==> config.mk <==
export PLATFORM = sky130hd
export DESIGN_NAME = sys_bus_arb_flat
export DESIGN_NICKNAME = d
export VERILOG_FILES = /design/src/rtl/sys_bus_arb_if.sv /design/src/rtl/sys_bus_arb.sv /design/src/flat_wrapper.sv
export SDC_FILE = /design/constraint.sdc
export NUM_CORES = 1
export LEC_CHECK = 0
export CAP_MARGIN = 15
export CORE_MARGIN = 2
export CORE_UTILIZATION = 60
export DETAILED_ROUTE_END_ITERATION = 10
export DONT_BUFFER_PORTS = 1
export GPL_ROUTABILITY_DRIVEN = 1
export PLACE_DENSITY = 0.76
export SYNTH_ARGS = -nofsm -noshare
export SYNTH_HDL_FRONTEND = slang
export SYNTH_SLANG_ARGS = --single-unit
==> constraint.sdc <==
create_clock -name clk -period 2.9 [get_ports clk]
set_input_delay 0.87 -clock clk [delete_from_list [all_inputs] [get_ports clk]]
set_output_delay 0.87 -clock clk [all_outputs]
set_load 0.005 [all_outputs]
==> src/rtl/sys_bus_arb_if.sv <==
// System-bus bundle around the arbiter: NM master ports on one side, one slave port on the other.
// The arbiter itself uses the slave modport; the master modport is the surrounding environment.
interface sys_bus_arb_if #(
  parameter int unsigned NM = 2,
  parameter int unsigned AW = 32,
  parameter int unsigned DW = 32
);
  logic [NM*AW-1:0] m_addr;
  logic [NM*DW-1:0] m_wdata;
  logic [NM-1:0]    m_wen;
  logic [NM-1:0]    m_ren;
  logic [DW-1:0]    m_rdata;
  logic [NM-1:0]    m_ack;
  logic [NM-1:0]    m_err;
  logic [AW-1:0]    s_addr;
  logic [DW-1:0]    s_wdata;
  logic             s_wen;
  logic             s_ren;
  logic [DW-1:0]    s_rdata;
  logic             s_ack;
  logic             s_err;

  modport slave (
    input  m_addr, m_wdata, m_wen, m_ren, s_rdata, s_ack, s_err,
    output m_rdata, m_ack, m_err, s_addr, s_wdata, s_wen, s_ren
  );

  modport master (
    output m_addr, m_wdata, m_wen, m_ren, s_rdata, s_ack, s_err,
    input  m_rdata, m_ack, m_err, s_addr, s_wdata, s_wen, s_ren
  );
endinterface

==> src/rtl/sys_bus_arb.sv <==
// Round-robin arbiter: NM system-bus masters share one slave port, one-deep request slot per
// master, a single outstanding slave access, and a watchdog that converts a missing ack into err.
module sys_bus_arb #(
  parameter int unsigned NM    = 2,
  parameter int unsigned AW    = 32,
  parameter int unsigned DW    = 32,
  parameter int unsigned TMO   = 1024,
  parameter int unsigned FLUSH = 16
) (
  input logic          clk,
  input logic          rstn,
  sys_bus_arb_if.slave bus
);
  localparam int unsigned IW   = $clog2(NM);
  localparam int unsigned CMAX = (TMO > FLUSH) ? TMO : FLUSH;
  localparam int unsigned CW   = $clog2(CMAX + 1);

  typedef enum logic [1:0] {ST_IDLE, ST_WAIT, ST_FLUSH} state_t;

  state_t          state_q, state_d;
  logic [CW-1:0]   cnt_q, cnt_d;
  logic [IW-1:0]   last_q, last_d;
  logic [NM-1:0]   pend_q, pend_d;
  logic [AW-1:0]   slot_addr_q  [NM];
  logic [AW-1:0]   slot_addr_d  [NM];
  logic [DW-1:0]   slot_wdata_q [NM];
  logic [DW-1:0]   slot_wdata_d [NM];
  logic [NM-1:0]   slot_we_q, slot_we_d;
  logic [AW-1:0]   s_addr_q, s_addr_d;
  logic [DW-1:0]   s_wdata_q, s_wdata_d;
  logic            s_wen_q, s_wen_d;
  logic            s_ren_q, s_ren_d;
  logic [DW-1:0]   m_rdata_q, m_rdata_d;
  logic [NM-1:0]   m_ack_q, m_ack_d;
  logic [NM-1:0]   m_err_q, m_err_d;
  logic            found, done;
  logic [IW-1:0]   gnt, cand;

  always_comb begin
    state_d      = state_q;
    cnt_d        = cnt_q;
    last_d       = last_q;
    pend_d       = pend_q;
    slot_addr_d  = slot_addr_q;
    slot_wdata_d = slot_wdata_q;
    slot_we_d    = slot_we_q;
    s_addr_d     = s_addr_q;
    s_wdata_d    = s_wdata_q;
    s_wen_d      = 1'b0;
    s_ren_d      = 1'b0;
    m_rdata_d    = m_rdata_q;
    m_ack_d      = '0;
    m_err_d      = m_err_q;
    done         = 1'b0;
    found        = 1'b0;
    gnt          = last_q;
    cand         = '0;

    for (int unsigned k = 1; k <= NM; k++) begin
      cand = IW'((32'(last_q) + k) % NM);
      if (!found && pend_q[cand]) begin
        found = 1'b1;
        gnt   = cand;
      end
    end

    // In WAIT/FLUSH last_q is the slot being served.
    case (state_q)
      ST_IDLE: begin
        if (found) begin
          s_addr_d  = slot_addr_q[gnt];
          s_wdata_d = slot_wdata_q[gnt];
          s_wen_d   = slot_we_q[gnt];
          s_ren_d   = !slot_we_q[gnt];
          last_d    = gnt;
          cnt_d     = '0;
          state_d   = ST_WAIT;
        end
      end
      ST_WAIT: begin
        if (bus.s_ack) begin
          m_rdata_d       = slot_we_q[last_q] ? '0 : bus.s_rdata;
          m_ack_d[last_q] = 1'b1;
          m_err_d[last_q] = bus.s_err;
          done            = 1'b1;
          state_d         = ST_IDLE;
        end else if (cnt_q == CW'(TMO - 1)) begin
          m_rdata_d       = DW'(32'hDEADBEEF);
          m_ack_d[last_q] = 1'b1;
          m_err_d[last_q] = 1'b1;
          done            = 1'b1;
          cnt_d           = '0;
          state_d         = ST_FLUSH;
        end else begin
          cnt_d = cnt_q + CW'(1);
        end
      end
      ST_FLUSH: begin
        if (cnt_q == CW'(FLUSH - 1)) state_d = ST_IDLE;
        else                         cnt_d   = cnt_q + CW'(1);
      end
      default: state_d = ST_IDLE;
    endcase

    // Completion clears first so a strobe on the same edge re-arms the slot.
    for (int unsigned i = 0; i < NM; i++) begin
      if (done && (last_q == IW'(i))) pend_d[i] = 1'b0;
      if ((bus.m_wen[i] || bus.m_ren[i]) && !pend_d[i]) begin
        pend_d[i]       = 1'b1;
        slot_addr_d[i]  = bus.m_addr[i*AW +: AW];
        slot_wdata_d[i] = bus.m_wdata[i*DW +: DW];
        slot_we_d[i]    = bus.m_wen[i];
      end
    end
  end

  always_ff @(posedge clk or negedge rstn) begin
    if (!rstn) begin
      state_q      <= ST_IDLE;
      cnt_q        <= '0;
      last_q       <= IW'(NM - 1);
      pend_q       <= '0;
      slot_addr_q  <= '{default: '0};
      slot_wdata_q <= '{default: '0};
      slot_we_q    <= '0;
      s_addr_q     <= '0;
      s_wdata_q    <= '0;
      s_wen_q      <= 1'b0;
      s_ren_q      <= 1'b0;
      m_rdata_q    <= '0;
      m_ack_q      <= '0;
      m_err_q      <= '0;
    end else begin
      state_q      <= state_d;
      cnt_q        <= cnt_d;
      last_q       <= last_d;
      pend_q       <= pend_d;
      slot_addr_q  <= slot_addr_d;
      slot_wdata_q <= slot_wdata_d;
      slot_we_q    <= slot_we_d;
      s_addr_q     <= s_addr_d;
      s_wdata_q    <= s_wdata_d;
      s_wen_q      <= s_wen_d;
      s_ren_q      <= s_ren_d;
      m_rdata_q    <= m_rdata_d;
      m_ack_q      <= m_ack_d;
      m_err_q      <= m_err_d;
    end
  end

  assign bus.s_addr  = s_addr_q;
  assign bus.s_wdata = s_wdata_q;
  assign bus.s_wen   = s_wen_q;
  assign bus.s_ren   = s_ren_q;
  assign bus.m_rdata = m_rdata_q;
  assign bus.m_ack   = m_ack_q;
  assign bus.m_err   = m_err_q;
endmodule

==> src/flat_wrapper.sv <==
// flat-port wrapper written by rule: the top's interface ports become plain ports
module sys_bus_arb_flat 
#(
  parameter int unsigned NM    = 2,
  parameter int unsigned AW    = 32,
  parameter int unsigned DW    = 32,
  parameter int unsigned TMO   = 1024,
  parameter int unsigned FLUSH = 16
)
  (clk, rstn, bus_m_addr, bus_m_wdata, bus_m_wen, bus_m_ren, bus_s_rdata, bus_s_ack, bus_s_err, bus_m_rdata, bus_m_ack, bus_m_err, bus_s_addr, bus_s_wdata, bus_s_wen, bus_s_ren);
  sys_bus_arb_if #(.NM(NM), .AW(AW), .DW(DW)) bus_i ();
  input logic clk;
  input logic rstn;
  input wire logic [$bits(bus_i.m_addr)-1:0] bus_m_addr;
  input wire logic [$bits(bus_i.m_wdata)-1:0] bus_m_wdata;
  input wire logic [$bits(bus_i.m_wen)-1:0] bus_m_wen;
  input wire logic [$bits(bus_i.m_ren)-1:0] bus_m_ren;
  input wire logic [$bits(bus_i.s_rdata)-1:0] bus_s_rdata;
  input wire logic [$bits(bus_i.s_ack)-1:0] bus_s_ack;
  input wire logic [$bits(bus_i.s_err)-1:0] bus_s_err;
  output wire logic [$bits(bus_i.m_rdata)-1:0] bus_m_rdata;
  output wire logic [$bits(bus_i.m_ack)-1:0] bus_m_ack;
  output wire logic [$bits(bus_i.m_err)-1:0] bus_m_err;
  output wire logic [$bits(bus_i.s_addr)-1:0] bus_s_addr;
  output wire logic [$bits(bus_i.s_wdata)-1:0] bus_s_wdata;
  output wire logic [$bits(bus_i.s_wen)-1:0] bus_s_wen;
  output wire logic [$bits(bus_i.s_ren)-1:0] bus_s_ren;
  assign bus_i.m_addr = bus_m_addr;
  assign bus_i.m_wdata = bus_m_wdata;
  assign bus_i.m_wen = bus_m_wen;
  assign bus_i.m_ren = bus_m_ren;
  assign bus_i.s_rdata = bus_s_rdata;
  assign bus_i.s_ack = bus_s_ack;
  assign bus_i.s_err = bus_s_err;
  assign bus_m_rdata = bus_i.m_rdata;
  assign bus_m_ack = bus_i.m_ack;
  assign bus_m_err = bus_i.m_err;
  assign bus_s_addr = bus_i.s_addr;
  assign bus_s_wdata = bus_i.s_wdata;
  assign bus_s_wen = bus_i.s_wen;
  assign bus_s_ren = bus_i.s_ren;
  sys_bus_arb #(.NM(NM), .AW(AW), .DW(DW), .TMO(TMO), .FLUSH(FLUSH)) u_core (.clk(clk), .rstn(rstn), .bus(bus_i));
endmodule
==> flow_metrics.py <==
metrics = {
    "run_status": {
        "outcome": "complete, no violations",
    },
    "sta": {
        "whs_ps": 54.12,
        "fin_crit_sh_pct": 80.21,
        "slew_headroom_pct": 50.90,
        "setup_tns_ps": 0,
        "max_clock_freq_mhz": 429.9,
        "worst_pin_slew_ps": 736.5,
        "rsz0062_at_grt": "false",
        "finalSetupViolations": 0,
        "final_hold_viol_count": 0,
        "min_period_ps": 2326,
        "drv_slew": 0,
        "skew_ps": 7.125,
        "layout_setup_ws_ps": 573.9,
    },
    "global_route": {
        "overflow": 0,
        "grt_pass1_vias": 6585,
        "grt_usage_pct": 23.78,
        "grt_antenna_before_repair": 1,
        "grt_max_degree": 249,
        "grt_pass1_wl_microns": 34750,
    },
    "synthesis": {
        "synth_common_cells": "dfrtp_1, o21ai_0, nand2_1",
        "synth_edf_count": 0,
        "ys_types": 53,
        "syn-num-nets": 985,
        "ys_ff_latch": 248,
        "yosys_warnings": 0,
        "synth_top_area_cell": "dfrtp_1",
        "synth_most_common_cell": "dfrtp_1",
        "synthCells": 813,
        "synth-main-ff-cell": "dfrtp_1",
        "syn_area_sq_um": 10590,
        "yosys-top-cells-area": "dfrtp_1, mux2_4, mux2i_1",
        "synth_top_area_share_pct": 58.34,
        "synth-seq-area-share_pct": 58.59,
        "synth-async-reset-ratio_pct": 100.0,
        "avgSynthCellArea_sq_um": 13.03,
    },
    "critical_path": {
        "crit_path_max_incr_delay_ps": 400,
        "critical_path_required_ps": 3290,
        "end_kind": "flop",
        "worst_path_dominant_cell_family": "compound AO/OA/AOI/OAI gates",
        "rr_endpoint": "u_core.slot_wdata_q[45]$_DFFE_PN0P_",
        "arrival_ps": 2720,
        "path_class": "flop to flop",
        "crit_slowest_cell": "dfrtp_1",
        "cp-start-kind": "flop",
        "rr_worst_depth": 7,
        "path_cells": "inv_1 -> ha_1 -> nand2_2 -> o21ai_1 -> o22ai_4 -> buf_4 -> mux2_4",
        "rrSetupSlack_ps": 570,
        "rr_startpoint": "u_core.state_q[1]$_DFFE_PN0P_",
        "crit_fanout": 26,
        "cp_num_buf_inv": 2,
    },
    "finish": {
        "drive_above_1_share_pct": 21.94,
        "multiInputGateArea_sq_um": 4035,
        "instances_no_fill": 1051,
        "regArea_sq_um": 6207,
        "final_util_pct": 66.90,
        "fill_cells": 1243,
        "nets": 978,
        "fin_area_sq_um": 11570,
        "area_growth_pct": 9.224,
    },
    "place": {
        "port_buffers": 0,
        "gp_congestion": 0.8496,
        "dp_hpwl_microns": 15380,
        "dp_cells": 1003,
        "placed_area_sq_um": 10760,
        "preCtsSetupSlack_ps": 584.8,
    },
    "worst_hold_path": {
        "hold_path.class": "primary input to asynchronous set/reset pin",
    },
    "clocking": {
        "cts-root-buf": "clkbuf_16",
        "path_clk_slew_ps": 60,
        "cts_tree": "done",
        "cts.htree.levels": 1,
        "clockBufferDepth": 3,
        "cts_sinks": 248,
        "post_cts_buffers": 0,
        "ctsResizeCount": 0,
        "cts-buffers-inserted": 25,
        "cts_hold_buf": 0,
        "clkLatencyLatePin_ps": 510,
    },
    "routing": {
        "first_pass_iters": 4,
        "num_vias": 6273,
        "drc": 0,
        "final_antenna_net_count": 0,
        "routedWlPerCell_microns": 21.65,
        "viasPerCell": 5.969,
        "wirelength_microns": 22750,
        "initialDrtViolationCount": 376,
    },
    "floorplan": {
        "fp.dieW_microns": 136.9,
        "core_sq_um": 17300,
        "ioPinCount": 270,
        "die_h_microns": 136.9,
        "die-area_sq_um": 18730,
        "start_util_pct": 61.25,
        "num_rows": 48,
    },
    "power_and_ir_drop": {
        "powerDensity_nw_per_um2": 614.5,
        "leakage_nw": 5.345,
        "power.total_mw": 7.110,
        "ir_drop_uv": 519.0,
    },
    "job": {
        "drv_cap": 0,
    },
}
## final cells by class
cell class                      instances  area share [%]
Sequential cell                       248           53.64
Multi-Input combinational cell        489           34.87
Clock buffer                           38           6.261
Tap cell                              225           2.433
Timing Repair Buffer                   13           1.233
Inverter                               29          0.9407
Clock inverter                          8          0.5947
Antenna cell                            1         0.02163
## cells in the final DEF, fill, tap and decap left out, types with 5 or more instances in the layout
cell type  count
a21oi_1       49
a22o_1        13
a31oi_1        6
buf_4          9
clkbuf_1       8
clkbuf_16     25
clkbuf_8       5
clkinv_2       6
dfrtp_1      247
inv_1         29
mux2_1        18
mux2_2        51
mux2_4        60
mux2i_1       65
nand2_1       70
nand3_1        6
nor2_1        10
o21ai_0       72
## registers in the layout, summed over array words and instances (netlist names)
signal / count
u_core.bus.m_rdata: 32
u_core.last_q: 1
u_core.cnt_q: 11
u_core.bus.s_ren: 1
u_core.bus.s_wdata: 32
u_core.bus.m_ack: 2
u_core.slot_we_q: 2
u_core.pend_q: 2
u_core.slot_addr_q: 64
u_core.bus.m_err: 2
u_core.bus.s_wen: 1
u_core.slot_wdata_q: 64
u_core.bus.s_addr: 32
u_core.state_q: 2
## per-layer routing
metal,GRT usage [%],part of all wire [%]
met3,8.074,9.2
met5,0,0
met1,28.51,39
met2,40.53,49
met4,7.617,3.2
## where the power goes
group,switching (mW),leakage (nW),internal [mW]
combinational,0.0796,1.89,0.207
sequential,0.106,3.06,3.64
clock,1.26,0.396,1.81
total,1.45,5.34,5.66
## cell families (layout without fill, tap and decap cells)
family,count (synthesis),after routing,share of synthesized area [%]
flip-flops,248,248,58.59
multiplexers,195,195,22.07
AO/OA/AOI/OAI,169,169,9.425
AND/OR/NAND/NOR,121,121,5.764
buffers and inverters,76,88,3.673
adder cells (fa/ha/maj),4,4,0.4724
other,0,1,0
## worst max path at each step
stage	startpoint	to	depth (start not counted)	slack, ps
after floorplan	bus_s_ack	u_core.slot_addr_q[32]$_DFFE_PN0P_	5	810
final	u_core.state_q[1]$_DFFE_PN0P_	u_core.slot_wdata_q[45]$_DFFE_PN0P_	7	570
after global placement	bus_s_ack	u_core.slot_addr_q[31]$_DFFE_PN0P_	5	660
after CTS	u_core.cnt_q[0]$_DFFE_PN0P_	u_core.bus.m_err[0]$_DFFE_PN0P_	5	560
after global routing	u_core.state_q[1]$_DFFE_PN0P_	u_core.slot_wdata_q[45]$_DFFE_PN0P_	7	440
after detailed placement	u_core.cnt_q[0]$_DFFE_PN0P_	u_core.bus.m_rdata[16]$_DFFE_PN0N_	5	580
Power figures use the tool's default switching activity.
